$ cat src/rtl/des_decryption_iterative.sv
// Iterative DES core, one Feistel round per cycle, keys K16..K1 by default.
// Build option DES_DEC_KEYLATCH_EN: latch round_keys on the accepted start.
module des_decryption_iterative #(
  parameter int REVERSE_KEYS = 1
) (
  input  logic         clk,
  input  logic         rst_n,
  input  logic         start,
  input  logic [63:0]  ciphertext,
  input  logic [767:0] round_keys,
  output logic         busy,
  output logic         done,
  output logic [63:0]  result
);

  localparam int IP_T [64] = '{
    58, 50, 42, 34, 26, 18, 10, 2,
    60, 52, 44, 36, 28, 20, 12, 4,
    62, 54, 46, 38, 30, 22, 14, 6,
    64, 56, 48, 40, 32, 24, 16, 8,
    57, 49, 41, 33, 25, 17,  9, 1,
    59, 51, 43, 35, 27, 19, 11, 3,
    61, 53, 45, 37, 29, 21, 13, 5,
    63, 55, 47, 39, 31, 23, 15, 7
  };

  localparam int IPI_T [64] = '{
    40, 8, 48, 16, 56, 24, 64, 32,
    39, 7, 47, 15, 55, 23, 63, 31,
    38, 6, 46, 14, 54, 22, 62, 30,
    37, 5, 45, 13, 53, 21, 61, 29,
    36, 4, 44, 12, 52, 20, 60, 28,
    35, 3, 43, 11, 51, 19, 59, 27,
    34, 2, 42, 10, 50, 18, 58, 26,
    33, 1, 41,  9, 49, 17, 57, 25
  };

  localparam int E_T [48] = '{
    32,  1,  2,  3,  4,  5,
     4,  5,  6,  7,  8,  9,
     8,  9, 10, 11, 12, 13,
    12, 13, 14, 15, 16, 17,
    16, 17, 18, 19, 20, 21,
    20, 21, 22, 23, 24, 25,
    24, 25, 26, 27, 28, 29,
    28, 29, 30, 31, 32,  1
  };

  localparam int P_T [32] = '{
    16,  7, 20, 21, 29, 12, 28, 17,
     1, 15, 23, 26,  5, 18, 31, 10,
     2,  8, 24, 14, 32, 27,  3,  9,
    19, 13, 30,  6, 22, 11,  4, 25
  };

  // Each box packs its 4x16 table row-major, entry 0 in the top nibble.
  localparam logic [255:0] SBOX [8] = '{
    256'hE4D12FB83A6C5907_0F74E2D1A6CB9538_41E8D62BFC973A50_FC8249175B3EA06D,
    256'hF18E6B34972DC05A_3D47F28EC01A69B5_0E7BA4D158C6932F_D8A13F42B67C05E9,
    256'hA09E63F51DC7B428_D709346A285ECBF1_D6498F30B12C5AE7_1AD069874FE3B52C,
    256'h7DE3069A1285BC4F_D8B56F03472C1AE9_A690CB7DF13E5284_3F06A1D8945BC72E,
    256'h2C417AB6853FD0E9_EB2C47D150FA3986_421BAD78F9C5630E_B8C71E2D6F09A453,
    256'hC1AF92680D34E75B_AF427C9561DE0B38_9EF528C3704A1DB6_432C95FABE17608D,
    256'h4B2EF08D3C975A61_D0B7491AE35C2F86_14BDC37EAF680592_6BD814A7950FE23C,
    256'hD2846FB1A93E50C7_1FD8A374C56B0E92_7B419CE206ADF358_21E74A8DFC90356B
  };

  function automatic logic [63:0] ip(input logic [63:0] x);
    logic [63:0] o;
    o = '0;
    for (int i = 0; i < 64; i++)
      o = {o[62:0], x[6'(64 - IP_T[6'(i)])]};
    return o;
  endfunction

  function automatic logic [63:0] ip_inv(input logic [63:0] x);
    logic [63:0] o;
    o = '0;
    for (int i = 0; i < 64; i++)
      o = {o[62:0], x[6'(64 - IPI_T[6'(i)])]};
    return o;
  endfunction

  function automatic logic [47:0] expand(input logic [31:0] x);
    logic [47:0] o;
    o = '0;
    for (int i = 0; i < 48; i++)
      o = {o[46:0], x[5'(32 - E_T[6'(i)])]};
    return o;
  endfunction

  function automatic logic [31:0] pperm(input logic [31:0] x);
    logic [31:0] o;
    o = '0;
    for (int i = 0; i < 32; i++)
      o = {o[30:0], x[5'(32 - P_T[5'(i)])]};
    return o;
  endfunction

  function automatic logic [31:0] f(
    input logic [31:0] r,
    input logic [47:0] k
  );
    logic [47:0]  x;
    logic [5:0]   b;
    logic [255:0] row;
    logic [31:0]  s;
    x = expand(r) ^ k;
    s = '0;
    for (int j = 0; j < 8; j++) begin
      b   = x[47:42];
      x   = x << 6;
      row = SBOX[3'(j)] << (4 * {b[5], b[0], b[4:1]});
      s   = {s[27:0], row[255:252]};
    end
    return pperm(s);
  endfunction

  typedef enum logic [1:0] {IDLE, ROUND, DONE} state_t;

  state_t       state_q, state_d;
  logic [3:0]   cnt_q;
  logic [3:0]   kidx;
  logic [31:0]  l_q, r_q, l_d, r_d;
  logic [47:0]  k_cur;
  logic [767:0] keys;
  logic [47:0]  kset [16];
  logic         accept;

  assign accept = (state_q == IDLE) && start;

`ifdef DES_DEC_KEYLATCH_EN
  logic [767:0] key_q;

  always_ff @(posedge clk) begin
    if (accept) key_q <= round_keys;
  end

  assign keys = key_q;
`else
  assign keys = round_keys;
`endif

  for (genvar n = 0; n < 16; n++) begin : g_kset
    assign kset[n] = keys[767-48*n -: 48];
  end

  assign kidx  = (REVERSE_KEYS != 0) ? 4'd15 - cnt_q : cnt_q;
  assign k_cur = kset[kidx];
  assign l_d   = r_q;
  assign r_d   = l_q ^ f(r_q, k_cur);

  always_comb begin
    state_d = state_q;
    unique case (state_q)
      IDLE:    if (start) state_d = ROUND;
      ROUND:   if (cnt_q == 4'd15) state_d = DONE;
      DONE:    state_d = IDLE;
      default: state_d = IDLE;
    endcase
  end

  always_ff @(posedge clk) begin
    if (!rst_n) begin
      state_q <= IDLE;
      cnt_q   <= '0;
      l_q     <= '0;
      r_q     <= '0;
      result  <= '0;
    end else begin
      state_q <= state_d;
      if (accept) begin
        {l_q, r_q} <= ip(ciphertext);
        cnt_q      <= '0;
      end else if (state_q == ROUND) begin
        l_q   <= l_d;
        r_q   <= r_d;
        cnt_q <= cnt_q + 4'd1;
        // Last round: undo the swap before the final permutation.
        if (cnt_q == 4'd15) result <= ip_inv({r_d, l_d});
      end
    end
  end

  assign busy = (state_q != IDLE);
  assign done = (state_q == DONE);

endmodule
$ cat config.mk
export PLATFORM = sky130hd
export DESIGN_NAME = des_decryption_iterative
export DESIGN_NICKNAME = d
export VERILOG_FILES = /design/src/rtl/des_decryption_iterative.sv
export SDC_FILE = /design/constraint.sdc
export NUM_CORES = 1
export LEC_CHECK = 0
export CAP_MARGIN = 40
export CORE_AREA = 2 2 352 354
export CTS_CLUSTER_DIAMETER = 100
export DETAILED_ROUTE_END_ITERATION = 8
export DIE_AREA = 0 0 354 356
export GPL_TIMING_DRIVEN = 0
export PLACE_DENSITY = 0.3
export SYNTH_ARGS = -nofsm -noshare
export SYNTH_HDL_FRONTEND = slang
export SYNTH_SLANG_ARGS = --single-unit
export TNS_END_PERCENT = 1
$ cat constraint.sdc
create_clock -name clk -period 1.17 [get_ports clk]
set_input_delay 0.2925 -clock clk [delete_from_list [all_inputs] [get_ports clk]]
set_output_delay 0.2925 -clock clk [all_outputs]
set_load 0.02 [all_outputs]
After elaboration in Yosys (flattened, before gate mapping)
Index checks and enable logic that the tools add are counted. W data, S select, Z words.

Register bits after elaboration: 86. Bits of input ports: 835. Output and inout port bits: 66. Logic and storage cells: 39.

$add $sub $neg: 2. Order comparisons: 1. Equal/unequal tests: 5. Shift-type cells: 4. Mux-type cells: 10. Bitwise operators: 5. Reductions and logical operators: 7.

Operators by type and width (count): $shl A256 B8 Y256 const A (3); $shl A256 B8 Y255 const A (1); $bmux W48 S4 (1); $mux W32 (4); $mux W24 (2); $xor A32 B32 Y32 (1); $xor A24 B24 Y24 (1); $ge A5 B5 Y1 const B (1); $not A4 Y5 (1); $add A4 B1 Y4 const B (1); $eq A4 B4 Y1 const B (1); $mux W2 (2); $ne A2 B2 Y1 const B (2); $pmux W2 S2 (1); $reduce_bool A2 Y1 (2); $sub A4 B4 Y4 const A (1); $reduce_and A3 Y1 (1); $eq A2 B1 Y1 const B (1); $eq A2 B2 Y1 const B (1); $logic_not A2 Y1 (1); $not A1 Y1 (2); $reduce_and A2 Y1 (1); $reduce_or A2 Y1 (1); $logic_and A1 B1 Y1 (1).

Logic depth before layout (Yosys ltp)
Gate-level depths: netlist of run 1.

Word-level depth: 10. Gate-level depth with buffers: 3. Mapped depth without buffers: 3.

Worst setup path before layout of run 1
Ideal clock, no wire load.

Path kind: reg-to-reg. Start point: reg state_q[0]. End point: reg cnt_q[3]. Library setup time: 0.074 ns. Data arrival time: 1.037 ns. Data required time: 1.096 ns. Setup slack: 0.058 ns. Cell stages (with the launch flop): 4. Cell sequence: dfxtp_1 -> and2b_2 -> or3b_1 -> a31oi_1.

Word-level cells in the longest chain between the ends: 3.

RTL lines: from (decl) (line 121) `state_t state_q, state_d;`; from (signal assigned) (line 171) `state_q <= state_d;`; $logic_not A2 Y1 (line 130) `assign accept = (state_q == IDLE) && start;`; $logic_and A1 B1 Y1 (line 130); $reduce_or A2 Y1 (no source line); to (signal assigned) (line 178) `cnt_q <= cnt_q + 4'd1;`; to (decl) (line 122) `logic [3:0] cnt_q;`.

Several ways; a longest one is shown, not always the timed one. A chain may end at the register's enable or synchronous reset.

Final worst setup path of run 1
Start point: reg state_q[1]. End point: out busy.

Word-level cells in the longest chain between the ends: 1.

RTL lines: $reduce_bool A2 Y1 (line 185) `assign busy = (state_q != IDLE);`; to (decl) (line 11) `output logic busy,`.

Every way passes these cells.

==> results of run 1 <==
[critical path, cell delays in order, from the launching register on]
cell and delay (ns):
dfxtp_2 0.33, or2_4 0.24, buf_6 0.13
[cell usage after synthesis, drive strengths merged, types with 2 or more instances]
master and count:
nand3 3, and3 2, nor2 3, dfxtp 6, a31oi 2, buf 64, nand2 2, and2b 2
[kinds of logic (layout without fill, tap and decap cells)]
kind of cell,Yosys count,in the layout,synth area share (%)
multiplexers,1,1,1.33
adder cells (fa/ha/maj),1,1,1.66
AO/OA/AOI/OAI,5,5,4.65
buffers and inverters,65,76,64.3
other,1,64,0.498
flip-flops,6,6,15.9
AND/OR/NAND/NOR,15,15,11.6
[sequential cells by signal, indices dropped and copies added (netlist names)]
signal	flops
state_q	2
cnt_q	4
[worst paths after layout]
kind,slack (ns),depth (start not counted),end,start
worst min-delay path,0.51,2,cnt_q[3]$_SDFFE_PP0N_,cnt_q[3]$_SDFFE_PP0N_
worst max register to register,0,4,cnt_q[3]$_SDFFE_PP0N_,state_q[1]$_SDFFE_PN0P_
worst min register to register,0.51,2,cnt_q[3]$_SDFFE_PP0N_,cnt_q[3]$_SDFFE_PP0N_
worst max-delay path,-0.05,2,busy,state_q[1]$_SDFFE_PN0P_
[metrics by stage]
step                      util, %  hold slack (ns)
after CTS                    2.60            0.508
after global placement       2.51            0.491
after floorplan                 -            0.460
after detailed placement     2.51            0.491
after global routing         2.62            0.553
final                        2.62            0.508
[power by group through the flow]
stage	registers (uW)	clock network, uW	logic (uW)
2_1_floorplan	221	0	364
6_report	216	553	409
5_1_grt	217	586	436
3_3_place_gp	223	0	381
3_5_place_dp	223	0	381
4_1_cts	216	566	395
[per-layer routing]
metal	GRT usage [%]	part of all wire (%)	vias up
met3	0.353	34	2
met1	0.343	46	205
met4	0.0508	0	2
li1	-	-	321
met5	0	0.74	-
met2	0.196	20	66
[cell type report]
cell class                      count  area (sq um)
Multi-Input combinational cell     86           404
Inverter                            1          3.75
Clock buffer                        3          75.1
Buffer                             64           480
Tap cell                         1637          2050
Sequential cell                     6           125
Timing Repair Buffer                8          76.3
Fill cell                       14700        119000
[what timing repair did]
item	CTS	global route
hold buffers	0	0
setup buffers	4	0
pin swaps	2	0
gates cloned	0	0
resized for setup	15	5
endpoints found under the setup margin	3	6
==> metrics.md, run 1 <==
| Metric | Value |
|---|---|
| Status | finished, violations left |
| Failing checks | negative setup slack |
| Vias | 596 |
| Ys async rst share | 0% |
| Iter 0 DRT Violations | 4 |
| Clock slew at reported path FFs | 0.03 ns |
| Area contributors post-synth | buf_4, dfxtp_1, and2b_2 |
| Post-synthesis sequential area ratio | 15.9% |
| Placed cells | 1798 |
| Main synth FF type | dfxtp_1 |
| Antenna Cells | 0 |
| PortBufs | 4 |
| Clk sink count | 6 |
| # IOs | 901 |
| Element type at the critical path end | output pin |
| Nets | 1006 |
| Initial antenna violation count | 2 |
| Cell taking the most area after synthesis | buf_4 |
| CTS root buffer | clkbuf_16 |
| Most common cell after layout, fill and taps aside | buf_4 |
| Setup_tns | -0.0683 ns |
| Final WS setup | -0.0487 ns |
| Post-synth EDFFs | 0 |
| Share of cells above drive strength 1 | 48.2% |
| Final slew viol count | 0 |
| Drt first pass iters | 2 |
| Crit share post-route | 104% |
| Max Root-Sink Buffers | 2 |
| Most frequent cells in the layout | buf_4, conb_1, dfxtp_1 |
| Flops & latches, synth | 6 |
| Residual DRC | 0 |
| Max VDD drop | 0.000439 V |
| Warnings from Yosys | 0 |
| Design area | 0.00321 sq mm |
| Die extent in x | 354 um |
| Area post-placement | 0.00308 sq mm |
| First-pass GRT wire length | 2280 um |
| CTS tree | built |
| Core area | 0.123 sq mm |
| Final Setup Violations | 2 |
| GPL Wtd Cong | 0.555 |
| P_int | 824 uW |
| Pwr Density | 367 mW/mm^2 |
| Synthesized area | 753 sq um |
| Max Fclk | 821 MHz |
| Sw frac | 30.1% |
| Routed wire length | 1760 um |
| Clock skew | 0.00125 ns |
| Area growth from synthesis to layout | 327% |
| Crit path time final | 1.22 ns |
| Gr usage total | 0.257% |
| Worst setup path category | flip-flop to output pin |
| Max cap viols | 0 |
| Final std cells w/o fill | 1805 |
| Wire per inst | 0.972 um |
| H-Tree Depth | 1 |
| Startpoint types | flip-flop |
| Clock power frac | 46.9% |
| Largest net degree at the start of global routing | 7 |
| Comb power frac | 34.7% |
| Die height | 356 um |
| Die footprint | 0.126 sq mm |
| Top-area cell type share of the netlist area | 63.8% |
| RSZ-0062 raised after global routing | true |
| Critical Path AT | 0.93 ns |
| Switching power | 354 uW |
| Detail Route Antenna Nets | 0 |
| Static leakage | 0.000750 uW |
| Critical path data required time | 0.88 ns |
| Seq pwr share | 18.4% |
| Avg Cell Area, Syn | 8.01 sq um |
| Worst-skew pair later-pin latency | 0.23 ns |
| Hold/Removal Path Class | flip-flop to flip-flop |
| Row count | 129 |
| Vias in the first global route | 422 |
| Fin. Hold Viols | 0 |
| Worst slack, placed | -0.341 ns |
| Vias per cell | 0.330 |
| Gr ovfl total | 0 |
| TritonCTS Buffers | 3 |
| Cell variety after synth | 19 |
| Worst-path maximum fanout | 3 |
| Pwr Total | 1180 uW |
| Synth Instances | 94 |
| Initial core utilization | 0.614% |
No activity file was read; power rests on OpenSTA's default activity.
==> inputs of run 2 (changes only) <==
--- a/config.mk
+++ b/config.mk
@@ -12,6 +12,7 @@
 export DIE_AREA = 0 0 354 356
 export GPL_TIMING_DRIVEN = 0
 export PLACE_DENSITY = 0.3
+export SETUP_SLACK_MARGIN = 0.02
 export SYNTH_ARGS = -nofsm -noshare
 export SYNTH_HDL_FRONTEND = slang
 export SYNTH_SLANG_ARGS = --single-unit
==> results of run 2 <==
No change in the layout: final DEF, timing and power equal those of run 1.
